## config.mk

```make
export PLATFORM = sky130hd
export DESIGN_NAME = trap_event_gen
export DESIGN_NICKNAME = d
export VERILOG_FILES = /design/src/rtl/trap_event_pkg.sv /design/src/rtl/trap_watchdog.sv /design/src/rtl/trap_event_gen.sv
export SDC_FILE = /design/constraint.sdc
export NUM_CORES = 1
export LEC_CHECK = 0
export ABC_AREA = 1
export ABC_CLOCK_PERIOD_IN_PS = 5000
export CORE_ASPECT_RATIO = 0.6
export CORE_MARGIN = 2
export CORE_UTILIZATION = 45
export CTS_CLUSTER_SIZE = 12
export DETAILED_ROUTE_END_ITERATION = 7
export PLACE_DENSITY = 0.75
export SKIP_CTS_REPAIR_TIMING = 1
export SLEW_MARGIN = 25
export SYNTH_ARGS = -nofsm -noshare
export SYNTH_HDL_FRONTEND = slang
export SYNTH_SLANG_ARGS = --single-unit
```

## constraint.sdc

```tcl
create_clock -name io_clock -period 5 [get_ports io_clock]
set_input_delay 1.5 -clock io_clock [delete_from_list [all_inputs] [get_ports io_clock]]
set_output_delay 1.5 -clock io_clock [all_outputs]
set_load 0.02 [all_outputs]
```

## src/rtl/trap_event_pkg.sv

```systemverilog
// Shared definitions for the trap-event producer: termination codes, FSM
// states and helpers that pick the trap lane and count the lanes retired with it.
package trap_event_pkg;

  localparam logic [2:0] TRAP_GOOD  = 3'd0;
  localparam logic [2:0] TRAP_BAD   = 3'd1;
  localparam logic [2:0] TRAP_ABORT = 3'd2;
  localparam logic [2:0] TRAP_LIMIT = 3'd3;

  typedef enum logic [1:0] {
    RUN    = 2'd0,
    REPORT = 2'd1,
    HALTED = 2'd2
  } state_t;

  // Lanes are held in a 4-bit vector because commit width never exceeds four.
  function automatic logic [1:0] lowest_set_idx(input logic [3:0] v);
    lowest_set_idx = 2'd0;
    for (int i = 3; i >= 0; i--) begin
      if (v[i]) lowest_set_idx = 2'(i);
    end
  endfunction

  function automatic logic [2:0] count_upto(input logic [3:0] v, input logic [1:0] idx);
    count_upto = 3'd0;
    for (int i = 0; i < 4; i++) begin
      if (i <= int'(idx)) count_upto = count_upto + {2'b00, v[i]};
    end
  endfunction

endpackage

```

## src/rtl/trap_watchdog.sv

```systemverilog
// Saturating no-commit counter; timeout fires on the cycle the count reaches WDOG_CYCLES.
module trap_watchdog #(
  parameter int WDOG_CYCLES = 5000
) (
  input  logic io_clock,
  input  logic io_rst_n,
  input  logic en,
  input  logic clr,
  output logic timeout
);

  localparam int CW = $clog2(WDOG_CYCLES + 1);
  localparam logic [CW-1:0] LIMIT = CW'(WDOG_CYCLES);

  logic [CW-1:0] cnt;

  // NOTE: sequential state uses non-blocking assignments so every flop samples pre-edge values.
  always_ff @(posedge io_clock or negedge io_rst_n) begin
    if (!io_rst_n) begin
      cnt <= '0;
    end else if (en) begin
      if (clr)               cnt <= '0;
      else if (cnt != LIMIT) cnt <= cnt + 1'b1;
    end
  end

  // Look one count ahead so the abort is detected in the cycle that completes the run.
  assign timeout = en && !clr && (cnt >= LIMIT - 1'b1);

endmodule

```

## src/rtl/trap_event_gen.sv

```systemverilog
// Difftest trap-event producer: counts cycles/commits, detects trap, limit and
// watchdog termination, and emits a one-cycle registered trap record.
module trap_event_gen
  import trap_event_pkg::*;
#(
  parameter logic [7:0]  COREID      = 8'd0,
  parameter int          COMMIT_W    = 2,
  parameter logic [63:0] INSTR_LIMIT = 64'd0,
  parameter int          WDOG_CYCLES = 5000
) (
  input  logic                  io_clock,
  input  logic                  io_rst_n,
  input  logic [COMMIT_W-1:0]   io_commit_valid,
  input  logic [COMMIT_W-1:0]   io_commit_trap,
  input  logic [64*COMMIT_W-1:0] io_commit_pc,
  input  logic [63:0]           io_trap_a0,
  output logic [7:0]            io_coreid,
  output logic                  io_valid,
  output logic [63:0]           io_cycleCnt,
  output logic [63:0]           io_instrCnt,
  output logic [2:0]            io_code,
  output logic [63:0]           io_pc,
  output logic                  io_halt
);

  state_t      state;
  logic [63:0] cyc, instr, last_pc;
  logic [3:0]  valid4, trap_hit, cnt_mask;
  logic [1:0]  trap_idx;
  logic [2:0]  n_cnt, det_code;
  logic [63:0] instr_next, trap_pc, hi_pc, det_pc;
  logic        any_trap, limit_hit, wdog_to, detect;

  // NOTE: every combinational output gets a default first so no latch is inferred.
  always_comb begin
    valid4   = '0;
    trap_hit = '0;
    valid4[COMMIT_W-1:0]   = io_commit_valid;
    trap_hit[COMMIT_W-1:0] = io_commit_valid & io_commit_trap;
    any_trap = |trap_hit;
    trap_idx = lowest_set_idx(trap_hit);
    n_cnt    = count_upto(valid4, any_trap ? trap_idx : 2'd3);
    cnt_mask = '0;
    trap_pc  = '0;
    hi_pc    = '0;
    for (int i = 0; i < COMMIT_W; i++) begin
      cnt_mask[i] = valid4[i] && (!any_trap || i <= int'(trap_idx));
      if (cnt_mask[i])                  hi_pc   = io_commit_pc[64*i +: 64];
      if (any_trap && i == int'(trap_idx)) trap_pc = io_commit_pc[64*i +: 64];
    end
    instr_next = instr + 64'(n_cnt);
    limit_hit  = (INSTR_LIMIT != 64'd0) && (instr_next >= INSTR_LIMIT);
    detect     = (state == RUN) && (any_trap || limit_hit || wdog_to);
    if (any_trap) begin
      det_code = (io_trap_a0 == 64'd0) ? TRAP_GOOD : TRAP_BAD;
      det_pc   = trap_pc;
    end else if (limit_hit) begin
      det_code = TRAP_LIMIT;
      det_pc   = hi_pc;
    end else begin
      det_code = TRAP_ABORT;
      det_pc   = last_pc;
    end
  end

  trap_watchdog #(.WDOG_CYCLES(WDOG_CYCLES)) u_wdog (
    .io_clock (io_clock),
    .io_rst_n (io_rst_n),
    .en       (state == RUN),
    .clr      (|io_commit_valid),
    .timeout  (wdog_to)
  );

  always_ff @(posedge io_clock or negedge io_rst_n) begin
    if (!io_rst_n) begin
      state    <= RUN;
      cyc      <= '0;
      instr    <= '0;
      last_pc  <= '0;
      io_valid <= 1'b0;
      io_code  <= TRAP_GOOD;
      io_pc    <= '0;
      io_halt  <= 1'b0;
    end else begin
      case (state)
        RUN: begin
          cyc   <= cyc + 64'd1;
          instr <= instr_next;
          if (|cnt_mask) last_pc <= hi_pc;
          if (detect) begin
            state    <= REPORT;
            io_valid <= 1'b1;
            io_code  <= det_code;
            io_pc    <= det_pc;
            io_halt  <= 1'b1;
          end
        end
        REPORT: begin
          state    <= HALTED;
          io_valid <= 1'b0;
        end
        default: io_valid <= 1'b0;
      endcase
    end
  end

  assign io_coreid   = COREID;
  assign io_cycleCnt = cyc;
  assign io_instrCnt = instr;

endmodule

```

# After elaboration in Yosys (flattened, before gate mapping)
# Cells that the tools add are included.
# word_totals
reg_bits,276
wordCells,60
# op_classes
add_sub_neg,4
order_cmp,3
n_eq_ne,4
n_mux,17
n_bitwise,1
n_reduce_logical,22
# op_table
cell,n
64-bit two-way mux,5
"64-bit by 1-bit adder with 64-bit output, second input constant",1
64-bit by 3-bit adder with 64-bit output,1
64-bit zero test,1
13-bit two-way mux,2
"13-bit by 1-bit adder with 13-bit output, second input constant",1
"13-bit >= comparator, second input constant",1
"13-bit != test, second input constant",1
2-bit two-way mux,4
2-bit AND reduction,4
1-bit logical AND,6
2-bit OR reduction,3
1-bit two-way mux,5
"1-bit by 2-bit less-or-equal comparator with 1-bit output, first input constant",2
2-bit zero test,2
2-bit case mux with 2 select lines,1
2-bit nonzero test,2
1-bit by 1-bit adder with 2-bit output,1
2-bit AND,1
"2-bit by 1-bit equality test with 1-bit output, second input constant",1
"2-bit equality test, first input constant",1
1-bit zero test,2
1-bit logical OR,2
"2-bit != test, second input constant",1

# Depth between registers and ports, before layout
# Gate-level depths: netlist (run 1).
# logic_depth
word_depth,8
ltp_mapped,17
ltp_nobuf,15

# By module
# From an unflattened synthesis (run 1), not the netlist that was laid out.
# unflattened
cells_unflattened,2071
area_unflattened_um2,15647.5
# by_module_without_submodules
module,instances,cells_per_inst,area_each_um2
trap_event_gen,1,1932,14710.4
trap_watchdog,1,139,937.1

# Worst setup path before layout (run 1)
# Ideal clock, no wire load.
# synth_path
path_kind,input-to-reg
startpoint,input io_commit_valid[0]
endpoint,register instr[46] (netlist: io_instrCnt[46])
arrival_ps,3699
t_required_ps,4870
path_slack_ps,1171
stages,15
path_buffers,2
cell_sequence,nand2_1 buf_2 inv_2 clkbuf_1 or2_2 ha_1 inv_1 fa_1 inv_1 nand3_2 nor2_4 nand2_1 nor2_1 nand3_1 xnor2_1
# synth_between
elab_chain_len,6
word_cells_on_any_way,8
# synth_rtl
item,line,text
from (decl),trap_event_gen.sv:13,"input logic [COMMIT_W-1:0] io_commit_valid,"
2-bit AND,trap_event_gen.sv:39,trap_hit[COMMIT_W-1:0] = io_commit_valid & io_commit_trap;
1-bit two-way mux / 2-bit OR reduction (equally long branches),"trap_event_pkg.sv:20, trap_event_gen.sv:40",
2-bit two-way mux,trap_event_gen.sv:42,"n_cnt = count_upto(valid4, any_trap ? trap_idx : 2'd3);"
1-bit by 2-bit less-or-equal comparator with 1-bit output,trap_event_pkg.sv:27,"if (i <= int'(idx)) count_upto = count_upto + {2'b00, v[i]};"
2-bit two-way mux *,trap_event_pkg.sv:27,
64-bit by 3-bit adder with 64-bit output *,trap_event_gen.sv:51,instr_next = instr + 64'(n_cnt);
to (signal assigned),trap_event_gen.sv:88,instr <= instr_next;
to (decl),trap_event_gen.sv:27,"logic [63:0] cyc, instr, last_pc;"
# Mark *: on every way between the ends. The rest lies on a longest branch, timed or not.
# A chain may end at the register's enable or synchronous reset.

# Worst setup path in the final report (run 1)
# layout_path
startpoint,input io_commit_valid[1]
endpoint,register instr[46] (netlist: io_instrCnt[46])
# layout_between
elab_chain_len,7
word_cells_on_any_way,9
# layout_rtl
item,line,text
2-bit AND,trap_event_gen.sv:39,
1-bit two-way mux (2 in a row),trap_event_pkg.sv:20,if (v[i]) lowest_set_idx = 2'(i);
2-bit two-way mux,trap_event_gen.sv:42,
1-bit by 2-bit less-or-equal comparator with 1-bit output,trap_event_pkg.sv:27,
2-bit two-way mux *,trap_event_pkg.sv:27,
64-bit by 3-bit adder with 64-bit output *,trap_event_gen.sv:51,
# Marks and branches as above.

==> results.json, run 1 <==
{
  "overflow": 0,
  "synth-async-reset-ratio_pct": 100.0,
  "path_max_fanout": 7,
  "rsz0062_at_grt": "false",
  "drv_slew": 0,
  "synth_top_area_share_pct": 43.42,
  "r2r_setup_slack_ns": 2.37,
  "ys_seq_area_share_pct": 43.42,
  "endpoint": "io_instrCnt[46]",
  "routed_wl_um": 52240,
  "drc": 0,
  "initial_utilization_pct": 45.43,
  "gp_congestion": 0.9956,
  "io_buffers": 393,
  "vias": 16340,
  "clock_tree.root_cell": "clkbuf_16",
  "yosys.area.top_type": "dfrtp_1",
  "swShare_pct": 25.55,
  "finalHoldViolCount": 0,
  "fin_tns_setup_ns": 0,
  "cts.clk_slew.worst_paths_ns": 0.06,
  "seq_power_share_pct": 46.2,
  "synth-xor-area-share_pct": 4.753,
  "htree_num_levels": 1,
  "min_path_cells": 2,
  "worst_setup_path_start_kind": "primary input",
  "clk_path_buf_depth": 3,
  "clock-sinks": 275,
  "synth-seq-cells": 275,
  "worst_pin_slew_ns": 1.003,
  "vias_per_cell": 5.326,
  "cts_buffers": 29,
  "pwr-share-comb_pct": 12.7,
  "worstSetupPathType": "in -> reg",
  "dr.pass1.iters": 5,
  "fmax_ghz": 0.2557,
  "synth_top_family_by_area": "simple AND/OR/NAND/NOR gates",
  "grt_usage_pct": 28.23,
  "ys_warn_count": 0,
  "yosys.area_share.simple_pct": 33.47,
  "synthCells": 2216,
  "num_io_pins": 403,
  "rr_endpoint": "io_instrCnt[43]",
  "top_layer_used": "met5",
  "die_area_um2": 36780,
  "p_leak_nw": 9.519,
  "period_needed_ns": 3.911,
  "maxSlewHeadroom_pct": 33.00,
  "cts_tree": "done",
  "initialDrtViolationCount": 1449,
  "internal-power_mw": 3.809,
  "hold_path.class": "reg -> reg",
  "netlist_area_um2": 15850,
  "grt_max_degree": 86,
  "synthTopCellsByCount": "nand2_1, nor2_1, dfrtp_1",
  "end_kind": "flip-flop",
  "worstPathArrival_ns": 4.35,
  "setup_viol": 0,
  "area_growth_pct": 33.06,
  "finClkSkew_ns": 0.01070,
  "hpwl_um": 38780,
  "wl_met3_um": 4723,
  "synth_mux_area_share_pct": 0,
  "maxCapViolCount": 0,
  "synth-edff-count": 0,
  "grt_pass1_wl_um": 82830,
  "required_ns": 5.44,
  "synth_adder_area_share_pct": 0.6790,
  "r2r_cells": 6,
  "synth_compound_area_share_pct": 9.040,
  "routedWlPerCell_um": 17.03,
  "peakVddDrop_uv": 245.5,
  "clk_latency_ns": 0.57,
  "ys_types": 37,
  "wl_met1_um": 23600,
  "synth.most_common_cell": "nand2_1",
  "powerDensity_nw_per_um2": 242.6,
  "p_sw_mw": 1.307,
  "drive_above_1_share_pct": 4.040,
  "grt_pass1_vias": 15380,
  "coreArea_um2": 34880,
  "finalPower_mw": 5.116,
  "avgSynthCellArea_um2": 7.151,
  "ant_nets": 0,
  "crit_start": "io_commit_valid[1]",
  "pwr-share-clk_pct": 41.1,
  "core.rowCount": 53,
  "die_h_um": 149.4,
  "r2r_start": "state[1]",
  "dieWidth_um": 246.3,
  "met2_length_um": 22240,
  "synth-main-ff-cell": "dfrtp_1",
  "timing.final.crit_share_pct": 78.21,
  "nNetsFinal": 2788,
  "status": "completed",
  "ys_top_cells_by_area": "dfrtp_1, nand2_1, nor2_1, inv_1, nand3_1",
  "antenna_found_initial": 3
}
-- cells in the final DEF, fill, tap and decap left out, types with 7 or more instances in the layout --
cell type,count
conb_1,9
nand2_2,8
nand2_1,767
xor2_1,42
o21ai_0,104
nand4_1,44
clkbuf_1,9
a31oi_1,21
nor2_2,17
buf_4,13
o211ai_1,43
nand3_1,113
xnor2_1,44
o21ai_1,10
nor2_1,280
nand3b_1,10
clkbuf_16,29
ha_1,7
o221ai_1,43
nor3_1,24
dfrtp_1,275
inv_1,250
clkdlybuf4s50_1,392
-- registers in the layout (all words and copies together), names as in the netlist --
register     count
io_halt          1
io_cycleCnt     64
state            2
io_instrCnt     64
u_wdog.cnt      13
io_code          2
io_pc           64
io_valid         1
last_pc         64
-- power groups by stage --
stage | Clock (mW) | Combinational, mW | Sequential, mW
after floorplan | 0 | 0.232 | 2.44
after global placement | 0 | 0.635 | 2.40
after detailed placement | 0 | 0.652 | 2.40
after CTS | 2.14 | 0.655 | 2.36
after global routing | 2.24 | 0.716 | 2.37
final | 2.10 | 0.652 | 2.36
-- cell families after synthesis --
kind of cell | count (synthesis)
other | 1
XOR/XNOR | 86
AND/OR/NAND/NOR | 1283
buffers and inverters | 338
adder cells (fa/ha/maj) | 8
AO/OA/AOI/OAI | 225
flip-flops | 275
-- how the worst min path moves through the flow --
stage	startpoint	endpoint	slack [ns]
after global routing	io_pc[45]	io_pc[45]	0.49
final	io_pc[25]	io_pc[25]	0.47
after CTS	io_pc[25]	io_pc[25]	0.47
after global placement	io_pc[37]	io_pc[37]	0.46
after detailed placement	io_pc[62]	io_pc[62]	0.46
after floorplan	u_wdog.cnt[10]	u_wdog.cnt[10]	0.47
-- through the flow --
step,area [um^2],setup slack (ns),util (%),std cells,hold WS [ns]
after floorplan,15880,1.171,-,2224,0.4744
after detailed placement,20200,0.5480,57.91,3018,0.4572
after global placement,20200,0.5979,57.91,3018,0.4568
after global routing,21080,0.8831,60.45,3066,0.4910
final,21090,1.089,60.45,3067,0.4659
after CTS,21080,1.124,60.45,3066,0.4713
-- area by class of cell --
class	count	area (um^2)
clock inverter	5	57.56
inverter	255	957.2
antenna	1	2.502
timing repair buffer	410	4116
sequential	275	6882
fill	3132	13790
multi-input combinational	1611	7659
tap	467	584.3
clock buffer	43	828.3
-- metal layers --
metal,global-route usage [%],up-vias
met1,41.65,7687
met2,41.47,787
met3,5.684,97
li1,-,7761
met5,0,-
met4,8.976,4
-- worst max-delay path: stages --
cell             delay (ns)
clkdlybuf4s50_1        0.61
inv_1                  0.07
ha_1                   0.27
or2_2                  0.11
ha_1                   0.18
inv_1                  0.06
fa_1                   0.42
inv_1                  0.13
nand3_2                0.14
nor2_4                 0.29
nand2_1                0.17
nor2_1                 0.16
nand3_1                0.10
xnor2_1                0.14
Note: power is estimated with default switching activity, not from simulation.
==> inputs of run 2 (changes only) <==
- ABC_CLOCK_PERIOD_IN_PS: 5000 -> 3480
- PLACE_DENSITY: 0.75 -> 0.78
- clock period: 5 -> 3.48 ns (I/O delays scaled with it)
==> results.json, run 2 (same netlist as run 1, synthesis figures left out) <==
{
  "vias": 16620,
  "worst_pin_slew_ns": 0.6569,
  "coreArea_um2": 34880,
  "status": "completed",
  "nNetsFinal": 2822,
  "ant_nets": 0,
  "cts_tree": "done",
  "seq_power_share_pct": 45.9,
  "vias_per_cell": 5.363,
  "final_cells": 3100,
  "whs_ns": 0.4202,
  "core.rowCount": 53,
  "cpMostUsedCell": "inv_1",
  "path_cells": "clkdlybuf4s50_1 -> inv_1 -> ha_1 -> or2_2 -> ha_1 -> inv_1 -> fa_1 -> inv_1 -> nand3_2 -> nor2_4 -> nand2_1 -> nor2_1 -> nand3_1 -> xnor2_1",
  "end_kind": "flip-flop",
  "routed_wl_um": 53970,
  "hold_path.class": "in -> async",
  "final_cell_mix": "nand2_1, clkdlybuf4s50_1, nor2_1, dfrtp_1, inv_1",
  "dieWidth_um": 246.3,
  "peakVddDrop_uv": 382.7,
  "worstSetupPathType": "in -> reg",
  "setup_viol": 0,
  "drc": 0,
  "worst_setup_path_start_kind": "primary input",
  "crit_start": "io_commit_valid[0]",
  "slowest_stage": "clkdlybuf4s50_1",
  "path_max_fanout": 5,
  "clk_latency_ns": 0.57,
  "fin_tns_setup_ns": 0,
  "finClkSkew_ns": 0.02279,
  "cts.clk_slew.worst_paths_ns": 0.06,
  "pwr-share-comb_pct": 13.1,
  "fmax_ghz": 0.3045,
  "dr.pass1.iters": 6,
  "finalHoldViolCount": 0,
  "area_growth_pct": 35.31,
  "period_needed_ns": 3.284,
  "drive_above_1_share_pct": 5.243,
  "routedWlPerCell_um": 17.41,
  "num_io_pins": 403,
  "cts_buffers": 29,
  "finalPower_mw": 7.397,
  "grt_pass1_vias": 15940,
  "io_buffers": 393,
  "cpPeakStageDelay_ns": 0.49,
  "timing.final.crit_share_pct": 94.37,
  "p_sw_mw": 1.888,
  "final_common_cell": "nand2_1",
  "htree_num_levels": 1,
  "maxCapViolCount": 0,
  "drv_slew": 0,
  "p_leak_nw": 9.716,
  "grt_max_degree": 103,
  "dp_slack_ns": -0.3097,
  "required_ns": 3.93,
  "cpLargestDelayFamily": "simple AND/OR/NAND/NOR gates",
  "worstPathArrival_ns": 3.73,
  "powerDensity_nw_per_um2": 344.9,
  "grt_usage_pct": 29.08,
  "clk_path_buf_depth": 3,
  "initial_utilization_pct": 45.43,
  "grt_pass1_wl_um": 85330,
  "fin_ws_ns": 0.1961,
  "die_area_um2": 36780,
  "clock_tree.root_cell": "clkbuf_16",
  "overflow": 0,
  "swShare_pct": 25.52,
  "die_h_um": 149.4,
  "initialDrtViolationCount": 1445,
  "pwr-share-clk_pct": 41.0,
  "internal-power_mw": 5.509,
  "maxSlewHeadroom_pct": 56.05,
  "antenna_found_initial": 1,
  "cp_num_buf_inv": 4,
  "gp_congestion": 0.9974,
  "dp.cells": 3052,
  "clock-sinks": 275,
  "hpwl_um": 40220,
  "rsz0062_at_grt": "false",
  "r2r_start": "io_instrCnt[0]"
}
==> run 2: power by group through the flow <==
stage               Clock, mW  Combinational, mW  Sequential [mW]
floorplan                   0              0.333             3.51
global placement            0              0.939             3.44
detailed placement          0              0.964             3.45
CTS                      3.09              0.968             3.39
global route             3.22               1.06             3.41
finish                   3.04              0.969             3.39
==> run 2: per-stage QoR <==
stage	utilization (%)	cell area [um^2]
after CTS	61.47	21440
after global routing	61.48	21440
after detailed placement	58.92	20550
after floorplan	-	15880
after global placement	58.92	20550
final	61.48	21440
==> run 2: area by class of cell <==
type                    instances  area [um^2]
repair buffers                444         4472
clock buffers                  44        842.1
inverters                     255        957.2
diodes                          1        2.502
well taps                     467        584.3
clock inverters                 3        46.29
multi-input cells            1611         7659
flip-flops and latches        275         6882
fillers                      3113        13440
==> run 2: final timing paths <==
kind	slack, ns	depth (start not counted)	to
worst max register to register	1.17	10	io_instrCnt[46]
worst min register to register	0.47	2	io_pc[24]
min in group io_clock	0.47	2	io_pc[24]
worst max-delay path	0.20	14	io_instrCnt[46]
max in group asynchronous	2.23	2	io_pc[21]
worst min-delay path	0.42	1	io_instrCnt[42]
==> run 2: per-layer routing <==
layer  wire (um)  part of all wire [%]  GRT usage (%)  vias to the layer above
li1            -                     -              -                     7836
met1       24470                    45          42.93                     7858
met2       22670                    42          42.56                      812
met3        5133                   9.5          6.080                      118
met4        1695                   3.1          9.127                        0
met5           0                     0              0                        -
==> inputs of run 3 (changes only) <==
- CORE_MARGIN: 2 -> not set
- GPL_TIMING_DRIVEN: not set -> 0
- PLACE_DENSITY: 0.78 -> 0.82
==> results.json, run 3 (same netlist as run 1, synthesis figures left out) <==
{
  "status": "completed",
  "coreArea_um2": 34160,
  "clk_latency_ns": 0.56,
  "drive_above_1_share_pct": 5.354,
  "routed_wl_um": 55020,
  "initialDrtViolationCount": 1514,
  "dr.pass1.iters": 5,
  "die_area_um2": 36000,
  "r2r_setup_slack_ns": 1.16,
  "clk_path_buf_depth": 3,
  "nNetsFinal": 2863,
  "required_ns": 3.97,
  "grt_pass1_vias": 16350,
  "htree_num_levels": 1,
  "fin_tns_setup_ns": 0,
  "finalPower_mw": 7.260,
  "maxSlewHeadroom_pct": 56.76,
  "hold_path.class": "in -> async",
  "r2r_start": "io_instrCnt[0]",
  "grt_usage_pct": 30.49,
  "vias": 16870,
  "gp_congestion": 0.9438,
  "final_common_cell": "nand2_1",
  "fillers": 2940,
  "dieWidth_um": 244.3,
  "initial_utilization_pct": 46.40,
  "p_leak_nw": 9.761,
  "setup_viol": 0,
  "worstPathArrival_ns": 3.92,
  "ant_nets": 0,
  "cts_buffers": 28,
  "routedWlPerCell_um": 17.55,
  "die_h_um": 147.4,
  "fmax_ghz": 0.2916,
  "r2r_cells": 10,
  "grt_pass1_wl_um": 87660,
  "final_cell_mix": "nand2_1, clkdlybuf4s50_1, nor2_1, dfrtp_1, inv_1",
  "finalHoldViolCount": 0,
  "cts_tree": "done",
  "path_max_fanout": 14,
  "finClkSkew_ns": 0.01343,
  "overflow": 0,
  "area_growth_pct": 35.51,
  "grt_max_degree": 83,
  "worstSetupPathType": "in -> reg",
  "timing.final.crit_share_pct": 98.55,
  "core.rowCount": 52,
  "io_buffers": 393,
  "maxCapViolCount": 0,
  "vias_per_cell": 5.382,
  "worst_setup_path_start_kind": "primary input",
  "cts.clk_slew.worst_paths_ns": 0.06,
  "hpwl_um": 42710,
  "period_needed_ns": 3.430,
  "rr_endpoint": "io_instrCnt[36]",
  "drc": 0,
  "peakVddDrop_uv": 313.7,
  "end_kind": "flip-flop",
  "fin_util_pct": 62.87,
  "worst_pin_slew_ns": 0.6427,
  "drv_slew": 0,
  "powerDensity_nw_per_um2": 338.1,
  "clock_tree.root_cell": "clkbuf_16",
  "antenna_found_initial": 7,
  "clock-sinks": 275,
  "num_io_pins": 403
}
==> run 3: per-layer routing <==
layer	global-route usage (%)	routed length (um)	up-vias
li1	-	-	7895
met1	42.26	23500	7962
met2	46.90	24290	881
met3	6.248	5156	132
met4	11.94	2064	2
met5	0	11	-
==> run 3: power breakdown <==
group	total [mW]	internal [mW]	switching [mW]
clock network	2.89	1.63	1.26
registers	3.39	3.33	0.0618
logic	0.976	0.456	0.520
==> run 3: critical path, stage by stage <==
cell	delay, ns
clkdlybuf4s50_1	0.49
nand2_1	0.09
buf_6	0.18
clkinv_8	0.10
or2_2	0.15
ha_2	0.20
inv_1	0.05
fa_2	0.36
inv_2	0.10
nand3_2	0.14
nor2_4	0.33
nand3b_4	0.14
nor2_4	0.22
buf_4	0.16
xor2_1	0.13
==> run 3: how the worst max path moves through the flow <==
stage,start,endpoint,slack (ns),cells after the start
after floorplan,io_commit_valid[0],io_instrCnt[46],0.11,15
after global placement,io_rst_n,io_pc[56],-10.72,1
after detailed placement,io_commit_valid[0],io_instrCnt[34],-1.65,16
after CTS,io_commit_valid[0],io_instrCnt[34],-1.06,16
after global routing,io_commit_trap[0],io_instrCnt[46],-0.04,15
final,io_commit_trap[0],io_instrCnt[36],0.05,15
==> run 3: area by class of cell <==
cell class	instances	area, um^2	area share (%)
Antenna cell	5	12.51	0.05826
Clock buffer	42	834.6	3.886
Timing Repair Buffer	405	4086	19.03
Sequential cell	275	6882	32.04
Tap cell	459	574.3	2.674
Inverter	255	973.4	4.533
Buffer	81	407.9	1.899
Clock inverter	2	10.01	0.04661
Multi-Input combinational cell	1611	7695	35.83
==> run 3: through the flow <==
stage,cell area [um^2],instances,hold WS (ns),worst slack (ns)
floorplan,15880,2224,0.4744,0.1068
global placement,20390,3076,0.4581,-10.72
detailed placement,20470,3079,0.4592,-1.653
CTS,21320,3123,0.4262,-1.062
global route,21480,3135,0.4443,-0.04403
finish,21480,3135,0.4117,0.05029
